$ cat src/rtl/rrf_alloc_mw.sv
// Rename-register-file allocator: multi-wide circular free list with in-order commit
// reclaim and flush rollback of speculative allocations.
module rrf_alloc_mw #(
    parameter int unsigned RRF_NUM = 64,
    parameter int unsigned ALLOC_W = 2,
    parameter int unsigned COM_W   = 2,
    localparam int unsigned RRF_SEL = $clog2(RRF_NUM),
    localparam int unsigned CNT_W   = $clog2(COM_W + 1),
    localparam int unsigned REQ_CW  = $clog2(ALLOC_W + 1)
) (
    input  logic                       clk_i,
    input  logic                       reset_i,
    input  logic [ALLOC_W-1:0]         req_en_i,
    input  logic                       stall_dp_i,
    input  logic [CNT_W-1:0]           com_inst_num_i,
    input  logic                       flush_i,
    output logic                       rrf_allocatable_o,
    output logic                       alloc_fire_o,
    output logic [ALLOC_W*RRF_SEL-1:0] dst_rrftag_o,
    output logic [ALLOC_W-1:0]         dst_valid_o,
    output logic [RRF_SEL:0]           freenum_o,
    output logic [RRF_SEL-1:0]         rrfptr_o,
    output logic [RRF_SEL-1:0]         comptr_o,
    output logic                       rrfcyc_o,
    output logic                       nextrrfcyc_o,
    output logic                       com_err_o
);

    localparam logic [RRF_SEL:0] NumEnt = (RRF_SEL + 1)'(RRF_NUM);

    logic [RRF_SEL-1:0] rrfptr_q, rrfptr_d, comptr_q, comptr_d;
    logic [RRF_SEL:0]   freenum_q, freenum_d;
    logic               rrfcyc_q, rrfcyc_d, comcyc_q, comcyc_d, com_err_q, com_err_d;

    logic [REQ_CW-1:0]  ofs;
    logic [REQ_CW-1:0]  reqcnt;
    logic [RRF_SEL:0]   reqcnt_ext, occupied, com_req, com_amt, alloc_amt;
    logic [RRF_SEL:0]   rrf_sum, com_sum;
    logic               over_com;

    // Each slot's tag is offset by the number of enabled slots below it.
    always_comb begin
        ofs          = '0;
        dst_rrftag_o = '0;
        for (int k = 0; k < int'(ALLOC_W); k++) begin
            dst_rrftag_o[k*RRF_SEL +: RRF_SEL] = rrfptr_q + RRF_SEL'(ofs);
            ofs = ofs + REQ_CW'(req_en_i[k]);
        end
        reqcnt = ofs;
    end

    always_comb begin
        reqcnt_ext        = (RRF_SEL + 1)'(reqcnt);
        rrf_allocatable_o = (freenum_q >= reqcnt_ext);
        alloc_fire_o      = rrf_allocatable_o & ~stall_dp_i & ~flush_i & (reqcnt != '0);
        dst_valid_o       = req_en_i & {ALLOC_W{alloc_fire_o}};
        alloc_amt         = alloc_fire_o ? reqcnt_ext : '0;

        occupied = NumEnt - freenum_q;
        com_req  = (RRF_SEL + 1)'(com_inst_num_i);
        over_com = (com_req > occupied);
        com_amt  = over_com ? occupied : com_req;

        // Sums stay below 2*RRF_NUM, so the top bit flags a pointer wrap.
        rrf_sum      = {1'b0, rrfptr_q} + reqcnt_ext;
        nextrrfcyc_o = alloc_fire_o & rrf_sum[RRF_SEL];
        com_sum      = {1'b0, comptr_q} + com_amt;
        comptr_d     = com_sum[RRF_SEL-1:0];
        comcyc_d     = comcyc_q ^ com_sum[RRF_SEL];
        com_err_d    = com_err_q | over_com;

        if (flush_i) begin
            rrfptr_d  = comptr_d;
            rrfcyc_d  = comcyc_d;
            freenum_d = NumEnt;
        end else begin
            rrfptr_d  = alloc_fire_o ? rrf_sum[RRF_SEL-1:0] : rrfptr_q;
            rrfcyc_d  = rrfcyc_q ^ nextrrfcyc_o;
            freenum_d = freenum_q - alloc_amt + com_amt;
        end
    end

    always_ff @(posedge clk_i or posedge reset_i) begin
        if (reset_i) begin
            rrfptr_q  <= '0;
            comptr_q  <= '0;
            freenum_q <= NumEnt;
            rrfcyc_q  <= 1'b0;
            comcyc_q  <= 1'b0;
            com_err_q <= 1'b0;
        end else begin
            rrfptr_q  <= rrfptr_d;
            comptr_q  <= comptr_d;
            freenum_q <= freenum_d;
            rrfcyc_q  <= rrfcyc_d;
            comcyc_q  <= comcyc_d;
            com_err_q <= com_err_d;
        end
    end

    assign freenum_o = freenum_q;
    assign rrfptr_o  = rrfptr_q;
    assign comptr_o  = comptr_q;
    assign rrfcyc_o  = rrfcyc_q;
    assign com_err_o = com_err_q;

endmodule

$ cat config.mk
export PLATFORM = sky130hd
export DESIGN_NAME = rrf_alloc_mw
export DESIGN_NICKNAME = d
export VERILOG_FILES = /design/src/rtl/rrf_alloc_mw.sv
export SDC_FILE = /design/constraint.sdc
export NUM_CORES = 1
export LEC_CHECK = 0
export CORE_MARGIN = 4
export CORE_UTILIZATION = 30
export CTS_CLUSTER_SIZE = 8
export DETAILED_ROUTE_END_ITERATION = 8
export GPL_ROUTABILITY_DRIVEN = 0
export HOLD_SLACK_MARGIN = 0.06
export PLACE_DENSITY = 0.54
export SETUP_SLACK_MARGIN = 0.4
export SLEW_MARGIN = 5
export SYNTH_ARGS = -nofsm -noshare
export SYNTH_HDL_FRONTEND = slang
export SYNTH_SLANG_ARGS = --single-unit
$ cat constraint.sdc
create_clock -name clk_i -period 7.6 [get_ports clk_i]
set_input_delay 1.9 -clock clk_i [delete_from_list [all_inputs] [get_ports clk_i]]
set_output_delay 1.9 -clock clk_i [all_outputs]
set_load 0.02 [all_outputs]
# Word-level counts from Yosys, hierarchy flattened
# Cells that the tools add are included.
# totals
register_bits	22
latch_bits	0
ram_bits	0
romBits	0
elab_cells	33
n_memories	0
# op_classes
n_addsub	7
multipliers	0
div	0
magnitude_cmp	2
n_eq_ne	0
shifts	0
n_mux	6
n_bitwise	10
reduce_logical	2
# ops
op	n
2-to-1 mux 7 bit	2
2-to-1 mux 6 bit	2
adder 6 x 2 -> 7 bit	1
adder 6 x 7 -> 7 bit	1
adder 7 bit	1
greater-or-equal comparator 7 x 2 -> 1 bit	1
greater-than comparator 2 x 7 -> 1 bit	1
subtractor 7 x 2 -> 7 bit	1
subtractor 7 bit, first input constant	1
adder 6 x 1 -> 6 bit	1
bitwise AND 1 bit	4
nonzero test 2 bit	2
adder 1 x 1 -> 2 bit	1
bitwise AND 2 bit	1
2-to-1 mux 2 bit	1
NOT 1 bit	2
XOR 1 bit	2
2-to-1 mux 1 bit	1
OR 1 bit	1

# Logic depth before layout (Yosys ltp)
# Gate-level depths: netlist (run 1).
# logic_depth
ltp_word	9
ltp_mapped	19
ltp_nobuf	18

# Worst setup path after synthesis (run 1)
# Ideal clock, no wire load.
# synth_path
path_type	input-to-output
startpoint	input req_en_i[0]
endpoint	output nextrrfcyc_o
arrival_time_ps	3614
t_required_ps	5700
path_slack_ps	2086
stages	8
path_cell_list	inv_1 -> ha_1 -> ha_1 -> nand2b_1 -> a2111oi_4 -> or2_1 -> buf_2 -> nor3_1
# synth_via
elab_chain_cells	6
word_cells_on_any_way	8
classes_between	add/sub: 2; order compare: 1; bitwise: 4; reduce/logical: 1
# synth_rtl
element	line_no	source
start, declared	13	input logic [ALLOC_W-1:0] req_en_i,
adder 1 x 1 -> 2 bit *	47	ofs = ofs + REQ_CW'(req_en_i[k]);
greater-or-equal comparator 7 x 2 -> 1 bit	54	rrf_allocatable_o = (freenum_q >= reqcnt_ext);
bitwise AND 1 bit (3 in series)	55	alloc_fire_o = rrf_allocatable_o & ~stall_dp_i & ~flush_i & (reqcnt != '0);
bitwise AND 1 bit *	66	nextrrfcyc_o = alloc_fire_o & rrf_sum[RRF_SEL];
end, declared	25	output logic nextrrfcyc_o,
# Mark *: on every way between the ends. The rest lies on a longest branch, timed or not.

# Worst setup path after layout (run 1)
# layout_path
startpoint	input req_en_i[0]
endpoint	output alloc_fire_o
# layout_via
elab_chain_cells	5
word_cells_on_any_way	6
classes_between	add/sub: 1; order compare: 1; bitwise: 3; reduce/logical: 1
# layout_rtl
element	line_no	source
adder 1 x 1 -> 2 bit *	47	
greater-or-equal comparator 7 x 2 -> 1 bit	54	
bitwise AND 1 bit (2 in series)	55	
bitwise AND 1 bit *	55	
end, declared	18	output logic alloc_fire_o,
# Marked as above.

==> impl_table.tex, run 1 <==
\begin{tabular}{lr}
\hline
Metric & Value \\
\hline
\multicolumn{2}{l}{\textbf{Critical path}} \\
\quad CP arrival & 4.84 ns \\
\quad Worst path bufs/invs & 3 \\
\quad Highest net fanout along the worst path & 7 \\
\quad Path type of the worst setup path & primary input to primary output \\
\quad Worst path slowest cell & sky130\_fd\_sc\_hd\_\_clkdlybuf4s50\_1 \\
\quad Top Family by Delay on Critical Path & buffers and inverters \\
\quad Cell-by-cell trace of the critical path & clkdlybuf4s50\_1, inv\_1, ha\_1, ha\_1, nand2b\_1, a2111oi\_4, or2\_1, nor2\_1, clkdlybuf4s50\_1 \\
\quad Worst stage delay on the critical path & 0.56 ns \\
\quad CP startpoint kind & primary input \\
\quad Element type at the critical path end & primary output \\
\quad Worst path required time & 5.70 ns \\
\multicolumn{2}{l}{\textbf{Timing}} \\
\quad Headroom to the max-slew limit & 40.40\% \\
\quad Clock skew & 0.01436 ns \\
\quad RSZ-0062 raised after global routing & false \\
\quad Setup TNS & 0 ns \\
\quad Part of the cycle the worst path needs & 88.65\% \\
\quad Final min period & 6.738 ns \\
\quad Count of final setup violators & 0 \\
\quad Worst hold-check slack & 0.4705 ns \\
\quad Final-report hold violation count & 0 \\
\quad Top achievable clock speed & 0.1484 GHz \\
\quad Count of final max-slew check failures & 0 \\
\quad Worst-margin pin slew & 0.8930 ns \\
\multicolumn{2}{l}{\textbf{Routing}} \\
\quad \# DRC & 0 \\
\quad Violation count after the first detailed-routing iteration & 37 \\
\quad Via total after detailed routing & 1,486 \\
\quad Pre-antenna DRT Iters & 4 \\
\quad Average wire per cell in the routed design & 13.72 um \\
\quad Detailed-route vias per instance & 4.732 \\
\quad Post-Route WL & 4308 um \\
\quad Antenna viol nets, final & 0 \\
\multicolumn{2}{l}{\textbf{Outcome}} \\
\quad Outcome & finished clean \\
\multicolumn{2}{l}{\textbf{CTS}} \\
\quad Number of buffers inserted by hold repair at cts & 0 \\
\quad CTS buffer count & 3 \\
\quad Clock transition at the register clock pins on the worst setup and hold paths after CTS & 0.08 ns \\
\quad H-Tree Level Count & 1 \\
\quad \# clock sinks & 22 \\
\quad TritonCTS clock tree & yes \\
\quad Post-CTS Resized & 0 \\
\quad Buffer levels on the longest clock path & 2 \\
\quad Total setup buffers inserted after CTS & 0 \\
\quad Clock insertion delay at the later pin of the skew report & 0.27 ns \\
\quad Clock root cell & sky130\_fd\_sc\_hd\_\_clkbuf\_8 \\
\multicolumn{2}{l}{\textbf{Die}} \\
\quad Height of the die & 87.41 um \\
\quad Floorplan row count & 28 \\
\quad Die W & 87.41 um \\
\quad Number of placed I/O pins & 46 \\
\quad Effective utilization at floorplan & 31.40\% \\
\quad Area of the die & 7641 um2 \\
\quad Core area & 6026 um2 \\
\multicolumn{2}{l}{\textbf{Synth}} \\
\quad Synth Warn \# & 0 \\
\quad Portion of synthesized cell area occupied by the leading cell type & 27.78\% \\
\quad Library cell occupying the most area in the post-synthesis netlist & sky130\_fd\_sc\_hd\_\_dfrtp\_1 \\
\quad Number of instances in the synthesized netlist & 198 \\
\quad Fraction of the yosys area taken by sequential cells & 29.17\% \\
\quad Mean instance size in the synthesized netlist & 9.555 um2 \\
\quad Share of flip-flops with an asynchronous set or reset after synthesis & 100.0\% \\
\quad Dominant cells by area after synthesis & sky130\_fd\_sc\_hd\_\_dfrtp\_1 (28\%), sky130\_fd\_sc\_hd\_\_ha\_1 (17\%), sky130\_fd\_sc\_hd\_\_xnor2\_1 (5.6\%) \\
\quad Number of synthesized flops with an enable pin & 0 \\
\quad Most common flop cell mapped by yosys & sky130\_fd\_sc\_hd\_\_dfrtp\_1 \\
\quad Post-synth design cell area & 1892 um2 \\
\quad Most used standard cell by instance count after synthesis & sky130\_fd\_sc\_hd\_\_ha\_1 \\
\quad Commonest cells post-synth & sky130\_fd\_sc\_hd\_\_ha\_1 (26), sky130\_fd\_sc\_hd\_\_inv\_1 (25), sky130\_fd\_sc\_hd\_\_dfrtp\_1 (21) \\
\quad Count of cell types in the netlist & 45 \\
\quad Synth Register Bits & 22 \\
\multicolumn{2}{l}{\textbf{Power}} \\
\quad Maximum resistive drop on vdd & 0.1876 mV \\
\quad Pwr dens & 438.6 nW/um2 \\
\quad Total power after layout & 1.078 mW \\
\quad Static leakage & 1.064 nW \\
\multicolumn{2}{l}{\textbf{Layout}} \\
\quad Area growth from synthesis to final layout & 29.89\% \\
\quad Final cell area excluding filler cells & 2457 um2 \\
\quad Final nets & 278 \\
\quad Fillers & 625 \\
\quad Fraction of layout cells with a size suffix above 1 & 5.858\% \\
\quad Inserted Diodes & 0 \\
\multicolumn{2}{l}{\textbf{Run}} \\
\quad Total of max-cap violations & 0 \\
\multicolumn{2}{l}{\textbf{GRT}} \\
\quad Tot GR Track Use & 12.39\% \\
\quad Largest net degree at the start of global routing & 23 \\
\quad Wire length of the first global-routing pass & 7348 um \\
\quad Global route hottest layer & met2 \\
\quad Overflow left after global routing & 0 \\
\quad Global-route track usage on met1 & 16.54\% \\
\quad GRT met3 Usage & 2.365\% \\
\quad Vias in the first global route & 1,518 \\
\quad Initial antenna violation count & 0 \\
\quad Met2 Use GR & 20.41\% \\
\multicolumn{2}{l}{\textbf{Placed design}} \\
\quad Number of buffers added on ports & 45 \\
\quad Instance area after placement & 2386 um2 \\
\quad DP Wirelength & 3499 um \\
\multicolumn{2}{l}{\textbf{Hold path}} \\
\quad Min-Delay Path Class & register to register \\
\hline
\end{tabular}
## registers in the layout (all words and copies together) (netlist names)
name and cells:
com_err_o 1, rrfcyc_o 1, comcyc_q 1, comptr_o 6
rrfptr_o 6, freenum_o 7
## logic make-up after synthesis
| logic type | share of synthesized area (%) |
|---|---|
| compound gates | 11.84 |
| other cells | 0.3970 |
| xor+xnor | 7.407 |
| buf+inv | 8.796 |
| fa+ha+maj | 21.43 |
| simple gates | 17.39 |
| flops | 29.17 |
| mux | 3.571 |
## area by class of cell
| class | instances | area (um2) | area share, % |
|---|---|---|---|
| clock buffers | 3 | 41.29 | 1.680 |
| clock inverters | 1 | 30.03 | 1.222 |
| inverters | 25 | 93.84 | 3.819 |
| multi-input cells | 142 | 1189 | 48.37 |
| flip-flops and latches | 22 | 551.8 | 22.45 |
| well taps | 75 | 93.84 | 3.819 |
| repair buffers | 46 | 457.9 | 18.64 |
## power breakdown
part	switching [mW]	internal (mW)
sequential	0.0720	0.177
clock	0.0411	0.0704
combinational	0.369	0.348
## path summary, 6_finish.rpt
check                                   from            to  slack (ns)  depth (start not counted)
worst max-delay path             req_en_i[0]  alloc_fire_o        0.86                          9
worst min-delay path               com_err_o     com_err_o        0.47                          1
worst max register to register  freenum_o[5]  freenum_o[6]        3.52                         12
worst min register to register     com_err_o     com_err_o        0.47                          1
max in group asynchronous            reset_i  freenum_o[3]        4.92                          2
min in group asynchronous            reset_i  freenum_o[4]        2.12                          2
## layer usage
layer	vias up	share of wire, %
li1	755	-
met3	5	4.3
met4	0	1.2
met1	698	47
met2	28	48
met5	-	0
## cell usage in the layout, fill, tap and decap left out, types with 3 or more instances in the layout
master	netlist	final
sky130_fd_sc_hd__a21o_1	3	3
sky130_fd_sc_hd__a21oi_1	7	7
sky130_fd_sc_hd__clkbuf_8	0	3
sky130_fd_sc_hd__clkdlybuf4s50_1	0	45
sky130_fd_sc_hd__conb_1	2	6
sky130_fd_sc_hd__dfrtp_1	21	21
sky130_fd_sc_hd__fa_1	4	4
sky130_fd_sc_hd__ha_1	26	26
sky130_fd_sc_hd__inv_1	25	25
sky130_fd_sc_hd__mux2i_1	3	3
sky130_fd_sc_hd__nand2_1	8	8
sky130_fd_sc_hd__nand3_1	5	5
sky130_fd_sc_hd__nand3b_1	3	3
sky130_fd_sc_hd__nor2_1	5	5
sky130_fd_sc_hd__nor2b_1	4	4
sky130_fd_sc_hd__nor3_1	9	9
sky130_fd_sc_hd__nor4b_1	4	4
sky130_fd_sc_hd__o21ai_0	3	3
sky130_fd_sc_hd__o21ai_1	5	5
sky130_fd_sc_hd__or4_1	3	3
sky130_fd_sc_hd__xnor2_1	12	12
sky130_fd_sc_hd__xor2_1	4	4
## through the flow
stage          worst slack (ns)  cells  utilization, %
2_1_floorplan             2.086    202               -
3_3_place_gp             0.8943    310           39.60
3_5_place_dp             0.8429    310           39.60
4_1_cts                  0.8286    314           40.78
5_1_grt                  0.6289    314           40.78
6_report                 0.8624    314           40.78
No activity file was read; power rests on OpenSTA's default activity.
==> inputs of run 2 (changes only) <==
--- a/config.mk
+++ b/config.mk
@@ -10,7 +10,6 @@
 export CTS_CLUSTER_SIZE = 8
 export DETAILED_ROUTE_END_ITERATION = 8
 export GPL_ROUTABILITY_DRIVEN = 0
-export HOLD_SLACK_MARGIN = 0.06
 export PLACE_DENSITY = 0.54
 export SETUP_SLACK_MARGIN = 0.4
 export SLEW_MARGIN = 5
==> results of run 2 <==
Same layout as run 1: the final DEF is identical, and so are final timing and power.
==> inputs of run 3 (changes only) <==
--- a/config.mk
+++ b/config.mk
@@ -11,7 +11,6 @@
 export DETAILED_ROUTE_END_ITERATION = 8
 export GPL_ROUTABILITY_DRIVEN = 0
 export PLACE_DENSITY = 0.54
-export SETUP_SLACK_MARGIN = 0.4
 export SLEW_MARGIN = 5
 export SYNTH_ARGS = -nofsm -noshare
 export SYNTH_HDL_FRONTEND = slang
==> results of run 3 <==
Same layout as run 1: the final DEF is identical, and so are final timing and power.
